## src/rtl/prog_launcher.sv

```systemverilog
// Host-side launcher for the processor Start/Ack handshake.
// Runs programs 0..NUM_PROGS-1 back to back and times each one from Start falling to Ack.
module prog_launcher #(
    parameter int          NUM_PROGS = 3,
    parameter int          START_LEN = 2,
    parameter int          CNT_W     = 16,
    parameter int unsigned TIMEOUT   = 60000
) (
    input  logic             Clk,
    input  logic             Reset,
    input  logic             Go,
    input  logic             Abort,
    input  logic             Ack,
    output logic             Start,
    output logic [1:0]       ProgIdx,
    output logic [CNT_W-1:0] CycleCount,
    output logic             CountValid,
    output logic             Busy,
    output logic             Done,
    output logic             TimedOut
);

    localparam int LW = (START_LEN > 1) ? $clog2(START_LEN) : 1;
    localparam logic [LW-1:0]    LAUNCH_LAST = LW'(START_LEN - 1);
    localparam logic [1:0]       PROG_LAST   = 2'(NUM_PROGS - 1);
    localparam logic [CNT_W-1:0] TIMEOUT_CNT = CNT_W'(TIMEOUT);

    typedef enum logic [2:0] {IDLE, LAUNCH, RUN, RECORD, DONE} state_t;

    state_t           state, nextState;
    logic [LW-1:0]    launchCnt;
    logic [CNT_W-1:0] runCnt;
    logic             ackSeenLow;

    always_comb begin
        nextState = state;
        case (state)
            IDLE:    if (Go) nextState = LAUNCH;
            LAUNCH:  if (launchCnt == LAUNCH_LAST) nextState = RUN;
            RUN: begin
                // An Ack only counts once it has been seen low during this launch.
                if (Ack && ackSeenLow)        nextState = RECORD;
                else if (runCnt == TIMEOUT_CNT) nextState = DONE;
            end
            RECORD:  nextState = (ProgIdx == PROG_LAST) ? DONE : LAUNCH;
            DONE:    if (Go) nextState = LAUNCH;
            default: nextState = IDLE;
        endcase
        if (Abort) nextState = IDLE;
    end

    // Flags are registered off nextState so they line up with the state they describe.
    always_ff @(posedge Clk or negedge Reset) begin
        if (!Reset) begin
            state      <= IDLE;
            Start      <= 1'b0;
            CountValid <= 1'b0;
            Busy       <= 1'b0;
            Done       <= 1'b0;
        end else begin
            state      <= nextState;
            Start      <= (nextState == LAUNCH);
            CountValid <= (nextState == RECORD);
            Busy       <= (nextState == LAUNCH) || (nextState == RUN) || (nextState == RECORD);
            Done       <= (nextState == DONE);
        end
    end

    always_ff @(posedge Clk or negedge Reset) begin
        if (!Reset) begin
            launchCnt  <= '0;
            runCnt     <= '0;
            ackSeenLow <= 1'b0;
            ProgIdx    <= '0;
            CycleCount <= '0;
            TimedOut   <= 1'b0;
        end else begin
            case (state)
                IDLE, DONE: begin
                    if (nextState == LAUNCH) begin
                        ProgIdx    <= '0;
                        TimedOut   <= 1'b0;
                        launchCnt  <= '0;
                        ackSeenLow <= 1'b0;
                    end
                end
                LAUNCH: begin
                    launchCnt <= launchCnt + 1'b1;
                    if (!Ack) ackSeenLow <= 1'b1;
                    if (nextState == RUN) runCnt <= '0;
                end
                RUN: begin
                    if (!Ack) ackSeenLow <= 1'b1;
                    if (nextState == RECORD)    CycleCount <= runCnt;
                    else if (nextState == DONE) TimedOut   <= 1'b1;
                    else if (nextState == RUN)  runCnt     <= runCnt + 1'b1;
                end
                RECORD: begin
                    if (nextState == LAUNCH) begin
                        ProgIdx    <= ProgIdx + 2'd1;
                        launchCnt  <= '0;
                        ackSeenLow <= 1'b0;
                    end
                end
                default: ;
            endcase
        end
    end

endmodule
```

## config.mk

```make
export PLATFORM = sky130hd
export DESIGN_NAME = prog_launcher
export DESIGN_NICKNAME = d
export VERILOG_FILES = /design/src/rtl/prog_launcher.sv
export SDC_FILE = /design/constraint.sdc
export NUM_CORES = 1
export LEC_CHECK = 0
export CAP_MARGIN = 10
export CORE_ASPECT_RATIO = 0.6
export CORE_UTILIZATION = 61
export DETAILED_ROUTE_END_ITERATION = 8
export DONT_BUFFER_PORTS = 1
export PLACE_DENSITY_LB_ADDON = 0.1
export SLEW_MARGIN = 15
export SYNTH_ARGS = -nofsm -noshare
export SYNTH_HDL_FRONTEND = slang
export SYNTH_SLANG_ARGS = --single-unit
```

## constraint.sdc

```tcl
create_clock -name Clk -period 6.35 [get_ports Clk]
set_clock_uncertainty 0.15 [all_clocks]
set_input_delay 1.27 -clock Clk [delete_from_list [all_inputs] [get_ports Clk]]
set_output_delay 1.27 -clock Clk [all_outputs]
set_load 0.01 [all_outputs]
```

==> results.json <==
{
  "dieWidth_um": 80.84,
  "grt_max_degree": 45,
  "synth_ff_type": "dfrtp_1",
  "post_cts_resized": 0,
  "synth_cell_types": 52,
  "routedWlPerCell_um": 18.13,
  "slew_viol_final": 0,
  "pin_count": 28,
  "status": "completed",
  "reg2reg_to": "CycleCount[4]",
  "synthTopCellsByCount": "44 x dfrtp_1, 18 x a21oi_1, 15 x nand2_1",
  "clk_pin_slew_ns": 0.08,
  "ant_nets": 0,
  "min_path_cells": 1,
  "antenna_found_initial": 0,
  "r2r_cells": 7,
  "arrival_ns": 3.29,
  "dr.first_iter.drc_count": 200,
  "layout.nets": 214,
  "firstDrtPassIters": 5,
  "reg2reg_slack_ns": 3.47,
  "core_um2": 3403,
  "irDropWorstVdd_mv": 0.2496,
  "post_cts_buffers": 0,
  "min_to": "runCnt[8]",
  "hold_buffers": 0,
  "grt_setup_unrepaired": "false",
  "port_buffers": 0,
  "synth-edff-count": 0,
  "hold_class": "register to register",
  "synth_area_leaders": "dfrtp_1 48%, mux2_4 5.9%, a21oi_1 4.0%",
  "tns_ns": 0,
  "path_max_fanout": 13,
  "worstHoldStart": "runCnt[8]",
  "area_growth_pct": 3.135,
  "yosysMostFrequentCell": "dfrtp_1",
  "power_density_nw_per_um2": 313.3,
  "syn_nets": 217,
  "start_util": 0.6684,
  "htreeDepth": 2,
  "drive_above_1_share": 0.1787,
  "critPathKind": "input port to register",
  "cp-start-kind": "input port",
  "cts_tree": "yes",
  "power_mw": 0.7349,
  "fin_crit_sh": 0.5071,
  "max_clock_freq_ghz": 0.3105,
  "critPathRequiredTime_ns": 6.42,
  "p_leak_nw": 1.009,
  "cts_sinks": 44,
  "syn_avg_cell_area_um2": 10.88,
  "die_h_um": 49.30,
  "vias": 1702,
  "ff_latch_area_um2": 1101,
  "stdcell_area_um2": 2346,
  "via_per_inst": 6.754,
  "place_congestion": 0.9455,
  "multi_input_area_um2": 1077,
  "rows": 16,
  "grt_usage": 0.2668,
  "hpwl_um": 3132,
  "dieArea_um2": 3985,
  "worstReg2RegStart": "ProgIdx[0]",
  "clock_path_buffers": 2,
  "cts_buffers": 5,
  "yosysTopAreaCell": "dfrtp_1",
  "maxSlewHeadroom": 0.3913,
  "hold_viol": 0,
  "detailed_place.area_um2": 2248,
  "ys_seq_area_frac": 0.4840,
  "grt_overflow": 0,
  "clock_latency_ns": 0.31,
  "syn_area_um2": 2275,
  "tightestPinTransition_ns": 0.9097,
  "min_period_ns": 3.220,
  "routed_wirelength_um": 4570,
  "grt_pass1_wl_um": 7872,
  "grt_pass1_vias": 1588,
  "yosysTopAreaCellShare": 0.4840,
  "maxCapViolCount": 0,
  "synthArstFlopShare": 1.000,
  "drc": 0,
  "yosysWarnings": 0,
  "diodes": 0,
  "root_buffer": "clkbuf_8",
  "critPathCaptureType": "register",
  "synthCells": 209,
  "ys_ff_latch": 44,
  "finalSetupViolCount": 0,
  "fillerInstances": 263
}
## state kept, by name, indices dropped and copies added, names as in the netlist
name / cells
ProgIdx: 2
CountValid: 1
TimedOut: 1
runCnt: 16
launchCnt: 1
state: 3
Done: 1
CycleCount: 16
ackSeenLow: 1
Start: 1
Busy: 1
## worst max-delay path by stage
stage | start | to | cells past startpoint
2_1_floorplan | Go | runCnt[15] | 6
3_3_place_gp | Go | runCnt[12] | 5
3_5_place_dp | Go | runCnt[12] | 5
4_1_cts | Go | runCnt[12] | 5
5_1_grt | Go | runCnt[1] | 5
6_report | Go | runCnt[1] | 5
## cell type report
class | count | area share
flip-flops and latches | 44 | 0.4693
inverters | 5 | 0.008000
clock inverters | 2 | 0.004267
well taps | 45 | 0.02400
multi-input cells | 150 | 0.4592
clock buffers | 6 | 0.03520
## cell usage in the layout (no fill, tap or decap), drive strengths merged, types with 4 or more instances in the layout
master / instances
o21ai: 10
a31oi: 8
nand3b: 4
mux2: 16
inv: 5
clkbuf: 6
and3: 4
a21oi: 18
o21a: 7
nand2b: 5
nand2: 15
dfrtp: 44
nor2: 11
nand3: 7
## per-layer routing
| layer | routed length [um] | up-vias | track usage |
|---|---|---|---|
| met5 | 0 | - | 0 |
| met4 | 67 | 0 | 0.08036 |
| met3 | 405 | 10 | 0.06729 |
| met2 | 1863 | 93 | 0.3655 |
| met1 | 2234 | 831 | 0.4118 |
| li1 | - | 768 | - |
## through the flow
step / util / cells / setup WS (ns) / hold WS (ns)
CTS: 0.6879 / 252 / 3.132 / 0.4076
floorplan: - / 209 / 3.292 / 0.3404
finish: 0.6893 / 252 / 3.130 / 0.4113
detailed placement: 0.6607 / 244 / 2.815 / 0.3949
global placement: 0.6607 / 244 / 2.861 / 0.3855
global route: 0.6893 / 252 / 3.026 / 0.4329
## kinds of logic (layout without fill, tap and decap cells)
| family | after synthesis | in the layout | synth area share |
|---|---|---|---|
| DFF | 44 | 44 | 0.4841 |
| buffers and inverters | 15 | 13 | 0.04456 |
| AOI/OAI and AO/OA | 59 | 59 | 0.1661 |
| adders and majority gates | 3 | 3 | 0.01650 |
| and+or+nand+nor | 71 | 71 | 0.1903 |
| muxes | 17 | 17 | 0.09846 |
## critical path, cell delays in order
cell     delay (ns)
or4_1          0.51
o31a_1         0.16
or2_0          0.34
nor2_1         0.74
mux2i_1        0.28
## power by group
group,switching [mW],internal [mW],leakage [nW],total (mW)
clock,0.0967,0.0869,0.0510,0.184
sequential,0.0702,0.324,0.600,0.394
combinational,0.0875,0.0697,0.359,0.157
total,0.254,0.481,1.01,0.735
(Power assumes the default switching activity.)
